**src/rtl/prefix_operand_sequencer.sv**
```systemverilog
// Byte-serial operand sequencer for the 8-bit prefix adder: collects A then B, holds the pair
// until acknowledged, and counts issued pairs. Define PREFIX_CHAIN_EN to add sum chaining.
module prefix_operand_sequencer #(
   parameter int CNT_W = 16
) (
   input  logic             clk,
   input  logic             rst,
   input  logic [7:0]       in_data,
   input  logic             in_valid,
   output logic             in_ready,
   output logic [7:0]       op_a,
   output logic [7:0]       op_b,
   output logic             op_valid,
   input  logic             op_ready,
   output logic [CNT_W-1:0] pair_count
`ifdef PREFIX_CHAIN_EN
   ,
   input  logic [7:0]       sum_fb,
   input  logic             chain
`endif
);

   typedef enum logic [1:0] {
      S_A   = 2'd0,
      S_B   = 2'd1,
      S_OUT = 2'd2
   } state_t;

   state_t           state;
   state_t           next_state;
   logic [7:0]       next_a;
   logic [7:0]       next_b;
   logic [CNT_W-1:0] next_count;
   logic             byte_take;
   logic             pair_take;

   // Handshake outputs come straight from the registered state, so neither
   // in_valid nor op_ready can reach them combinationally.
   assign in_ready = ((state == S_A) || (state == S_B)) && !rst;
   assign op_valid = (state == S_OUT);

   // Next-state and operand/counter update decode.
   always_comb begin
      next_state = state;
      next_a     = op_a;
      next_b     = op_b;
      next_count = pair_count;
      byte_take  = in_valid && in_ready;
      pair_take  = op_valid && op_ready;
      unique case (state)
         S_A: begin
            if (byte_take) begin
               next_a     = in_data;
               next_state = S_B;
            end
         end
         S_B: begin
            if (byte_take) begin
               next_b     = in_data;
               next_state = S_OUT;
            end
         end
         S_OUT: begin
            if (pair_take) begin
               next_count = pair_count + CNT_W'(1);
               next_state = S_A;
`ifdef PREFIX_CHAIN_EN
               // A chained sum becomes the next A, so only the B byte is still needed.
               if (chain) begin
                  next_a     = sum_fb;
                  next_state = S_B;
               end
`endif
            end
         end
         default: begin
            next_state = S_A;
         end
      endcase
   end

   // State, operand and counter registers with synchronous reset.
   always_ff @(posedge clk) begin
      if (rst) begin
         state      <= S_A;
         op_a       <= 8'h00;
         op_b       <= 8'h00;
         pair_count <= '0;
      end else begin
         state      <= next_state;
         op_a       <= next_a;
         op_b       <= next_b;
         pair_count <= next_count;
      end
   end

endmodule

```
**config.mk**
```make
export PLATFORM = sky130hd
export DESIGN_NAME = prefix_operand_sequencer
export DESIGN_NICKNAME = d
export VERILOG_FILES = /design/src/rtl/prefix_operand_sequencer.sv
export SDC_FILE = /design/constraint.sdc
export NUM_CORES = 1
export LEC_CHECK = 0
export CORE_MARGIN = 10
export CORE_UTILIZATION = 48
export DETAILED_ROUTE_END_ITERATION = 12
export HOLD_SLACK_MARGIN = 0.1
export PLACE_DENSITY_LB_ADDON = 0.12
export SLEW_MARGIN = 20
export SYNTH_ARGS = -nofsm -noshare
export SYNTH_HDL_FRONTEND = slang
export SYNTH_SLANG_ARGS = --single-unit
```
**constraint.sdc**
```tcl
create_clock -name clk -period 2.75 [get_ports clk]
set_clock_uncertainty 0.2 [all_clocks]
set_input_delay 0.55 -clock clk [delete_from_list [all_inputs] [get_ports clk]]
set_output_delay 0.55 -clock clk [all_outputs]
set_load 0.01 [all_outputs]
```
=== Word-level counts from Yosys, hierarchy flattened ===
Index checks and enable logic that the tools add are counted.

* Reductions and logical operators: 10
* Equality and inequality tests: 5
* Mux-type cells: 4
* Add/sub/neg operators: 1

{| class="wikitable"
|+ Operators with widths
! operator !! count
|-
| $add A16 B1 Y16 const B || 1
|-
| $mux W2 || 3
|-
| $pmux W2 S3 || 1
|-
| $reduce_and A2 Y1 || 3
|-
| $ne A2 B2 Y1 const B || 2
|-
| $logic_and A1 B1 Y1 || 3
|-
| $reduce_and A3 Y1 || 1
|-
| $eq A2 B1 Y1 const B || 1
|-
| $eq A2 B2 Y1 const B || 1
|-
| $logic_not A2 Y1 || 1
|-
| $ne A2 B1 Y1 const B || 1
|-
| $logic_not A1 Y1 || 1
|-
| $logic_or A1 B1 Y1 || 1
|}

* Register bits: 34
* Output and inout bits: 34
* Input bits: 12
* Logic and storage cells: 24

=== Logic depth before layout (Yosys ltp) ===
* Depth in word-level cells: 6
* Gate-level depth with buffers: 7
* Gate-level depth less buffers: 5

=== Worst setup path before layout ===
No wires, ideal clock.

* Kind: input to register
* Start point: in rst
* End point: reg op_a[5]
* Data arrival time: 1.665 ns
* Required time: 2.419 ns
* Setup slack: 0.754 ns
* Cell stages on the path: 4
* Buffers on the path: 2
* Library setup time: 0.131 ns
* Cells stage by stage: clkbuf_1 > nor4b_1 > clkbuf_1 > o21ai_0

* Cells in the longest elaborated chain, start to end: 4

{| class="wikitable"
|+ RTL lines
! element !! line !! text
|-
| from (decl) || 7 || <nowiki>input logic rst,</nowiki>
|-
| $logic_not A1 Y1 || 39 || <nowiki>assign in_ready = ((state == S_A) || (state == S_B)) && !rst;</nowiki>
|-
| $logic_and A1 B1 Y1 || 39 ||
|-
| $logic_and A1 B1 Y1 || 48 || <nowiki>byte_take = in_valid && in_ready;</nowiki>
|-
| $reduce_and A2 Y1 (no source line) || n/a ||
|-
| to (signal assigned) || 91 || <nowiki>op_a <= next_a;</nowiki>
|-
| to (decl) || 11 || <nowiki>output logic [7:0] op_a,</nowiki>
|}

Parallel ways exist; a longest one is shown, timed or not.
A chain may end at the register's enable or synchronous reset.

=== Final worst setup path ===
* Start point: reg state[1]
* End point: out op_valid

* Cells in the longest elaborated chain, start to end: 1

{| class="wikitable"
|+ RTL lines
! element !! line !! text
|-
| from (decl) || 29 || <nowiki>state_t state;</nowiki>
|-
| from (signal assigned) || 90 || <nowiki>state <= next_state;</nowiki>
|-
| $eq A2 B2 Y1 || 40 || <nowiki>assign op_valid = (state == S_OUT);</nowiki>
|-
| to (decl) || 13 || <nowiki>output logic op_valid,</nowiki>
|}

No other way between the ends.

==> results.sh <==
export IMPL_startpoint_type="flip-flop"
export IMPL_root_buffer="clkbuf_4"
export IMPL_syn_nets=177
export IMPL_dp_hpwl_mm=2.50
export IMPL_initialDrtViolationCount=82
export IMPL_cp_end_kind="output port"
export IMPL_ys_seq_area_share_pct=48.8
export IMPL_via_count=1228
export IMPL_p_seq_share_pct=47.3
export IMPL_finalSetupTns_ns=0
export IMPL_drcViolationCount=0
export IMPL_cts_clk_slew_worst_paths_ns=0.10
export IMPL_routedWlPerCell_um=13.7
export IMPL_antenna_found_initial=0
export IMPL_p_clk_share_pct=42.9
export IMPL_cts_sinks=34
export IMPL_p_comb_share_pct=9.7
export IMPL_hold_end="op_a[7]"
export IMPL_coreArea_mm2=0.00276
export IMPL_ir_worst_vdd_mv=0.565
export IMPL_cp_max_fo=6
export IMPL_holdCritStartpoint="op_a[7]"
export IMPL_switching_share_pct=20.5
export IMPL_reg2reg_from="pair_count[5]"
export IMPL_grt_use_total_pct=13.2
export IMPL_synthCells=164
export IMPL_synth_cell_area_mm2=0.00140
export IMPL_globalplace_congestion=0.781
export IMPL_antenna_left=0
export IMPL_yosys_area_top_type="dfxtp_1"
export IMPL_wl_met2_mm=1.68
export IMPL_pin_count=46
export IMPL_clock_latency_ns=0.33
export IMPL_gr_total_overflow=0
export IMPL_internal_power_mw=0.881
export IMPL_p_leak_nw=0.711
export IMPL_postSynthAreaPerCell_um2=8.51
export IMPL_grt_pass1_wl_mm=5.84
export IMPL_worstHoldPathCells=2
export IMPL_highest_layer="met4"
export IMPL_layout_drive_gt1_share_pct=6.16
export IMPL_critPathRequiredTime_ns=2.00
export IMPL_worst_pin_slew_ns=0.542
export IMPL_fin_area_mm2=0.00199
export IMPL_postCtsHoldBufs=0
export IMPL_clockBufferDepth=2
export IMPL_synth_seq_cells=34
export IMPL_rsz0062_at_grt="false"
export IMPL_cts_resized=0
export IMPL_fmaxAchievable_mhz=389
export IMPL_path_class="flip-flop to output port"
export IMPL_nets=223
export IMPL_reg2reg_depth=4
export IMPL_synth_top_area_share_pct=48.8
export IMPL_syn_to_final_growth_pct=42.4
export IMPL_status="finished, final reports clean"
export IMPL_yosys_warnings=0
export IMPL_max_slew_margin_pct=63.6
export IMPL_rows=19
export IMPL_hp_class="flip-flop to flip-flop"
export IMPL_arrival_ns=1.82
export IMPL_r2r_setup_slack_ns=0.69
export IMPL_total_power_mw=1.11
export IMPL_synth_edff_count=0
export IMPL_start_util_pct=50.6
export IMPL_diodes=0
export IMPL_synth_main_ff_cell="dfxtp_1"
export IMPL_timing_final_crit_share_pct=93.5
export IMPL_cts_inserted_buffers=5
export IMPL_cts_tree="yes"
export IMPL_vias_per_cell=5.07
export IMPL_cts_setup_buffers=0
export IMPL_wl_met3_um=328
export IMPL_post_route_util_pct=72.1
export IMPL_p_per_area_mw_per_mm2=558
export IMPL_htree_levels=2
export IMPL_wirelength_mm=3.33
export IMPL_p_switching_mw=0.227
export IMPL_setup_violations=0
export IMPL_wl_met1_mm=1.28
export IMPL_n_fill_cell=232
export IMPL_yosysUniqueCellTypes=24
export IMPL_die_x_um=73.9
export IMPL_grt_pass1_vias=1265
export IMPL_drt_pass1_iter_count=4
export IMPL_rr_endpoint="pair_count[15]"
export IMPL_ys_top_cells_by_area="dfxtp_1 (49%), o21ai_0 (7.5%), nand2b_1 (7.2%), nand2_1 (6.7%), xnor2_1 (4.4%)"
export IMPL_placed_cell_area_mm2=0.00188
export IMPL_die_y_um=73.9
export IMPL_async_reset_ff_share_pct=0
export IMPL_maxCapViolCount=0
export IMPL_final_max_slew_viol_count=0
export IMPL_finalHoldViolCount=0
export IMPL_hold_slack_ns=0.277
export IMPL_io_buffers=45
export IMPL_die_area_mm2=0.00546
export IMPL_grt_max_degree=36
export IMPL_period_minus_slack_ns=2.57
-- flip-flops by register name, summed over array words and instances (netlist names) --
signal      count
op_b            8
op_a            8
state           2
pair_count     16
-- area by class of cell --
class | instances | area (µm²) | share of cell area (%)
Inverter | 2 | 7.51 | 0.378
Multi-Input combinational cell | 120 | 683 | 34.4
Timing Repair Buffer | 47 | 465 | 23.4
Clock inverter | 2 | 60.1 | 3.02
Clock buffer | 6 | 51.3 | 2.58
Tap cell | 31 | 38.8 | 1.95
Sequential cell | 34 | 681 | 34.3
-- worst max-delay path, stage by stage (launching register included) --
cell and delay (ns):
dfxtp_1 0.47, nor2b_1 0.40, clkdlybuf4s50_1 0.62
-- layer usage --
| metal | vias up | GRT usage, % |
|---|---|---|
| met5 | - | 0 |
| met4 | 0 | 4.97 |
| met3 | 5 | 6.86 |
| met2 | 27 | 21.8 |
| met1 | 556 | 14.2 |
| li1 | 640 | - |
-- synth_stat cells (2+ instances only) --
cell type  number
nand2b_1       16
and3_1          3
o21ai_0        21
or3_1           3
clkbuf_1        8
nor2_1         12
nand2_1        25
nor3_1          5
inv_1           2
nor4_1          2
xnor2_1         7
dfxtp_1        34
a21oi_1         6
nand4b_1        2
xor2_1          4
nand3_1         6
-- per-stage QoR --
step                setup WS (ns)  cells
finish                      0.180    242
detailed placement          0.176    234
global placement            0.237    234
CTS                         0.152    242
global route               0.0620    242
floorplan                   0.754    164
-- cells by family after synthesis --
family                     share of synthesized area (%)
adders and majority gates                          0.897
DFF                                                 48.8
AOI/OAI and AO/OA                                   10.2
and+or+nand+nor                                     30.5
xor gates and xnor gates                            6.91
buffers and inverters                               2.69
-- power groups by stage --
stage	clock network, mW	registers [mW]	logic (mW)
6_report	0.476	0.525	0.108
5_1_grt	0.511	0.528	0.119
4_1_cts	0.488	0.525	0.110
3_5_place_dp	0	0.536	0.109
3_3_place_gp	0	0.534	0.107
2_1_floorplan	0	0.542	0.0362
-- worst max-delay path by stage --
stage               startpoint             end  cells after the start
floorplan                  rst         op_a[5]                      4
global placement      op_ready  pair_count[15]                      5
detailed placement    op_ready  pair_count[15]                      5
CTS                   state[1]        op_valid                      2
global route          state[1]        op_valid                      2
finish                state[1]        op_valid                      2
-- placed cells by master (no fill, tap or decap) --
master,synthesis,routed
nor4b_2,0,1
nor4_1,2,2
or4_1,1,1
xor2_1,4,4
clkdlybuf4s50_1,0,45
o21ai_0,21,21
dfxtp_1,34,34
nand2b_1,16,16
nor2_1,12,12
ha_1,1,1
clkbuf_8,0,1
nand4b_4,1,1
nand3_1,6,6
xnor2_1,7,7
or4_4,1,1
nand4_1,1,1
a21o_1,1,1
a21oi_1,6,6
bufinv_16,0,2
nor3_1,5,5
buf_4,0,2
and3_1,3,3
nand2_1,25,25
clkbuf_4,0,5
inv_1,2,2
nand4b_1,2,2
nor2b_1,1,1
or3_1,3,3
Note: power is estimated with default switching activity, not from simulation.
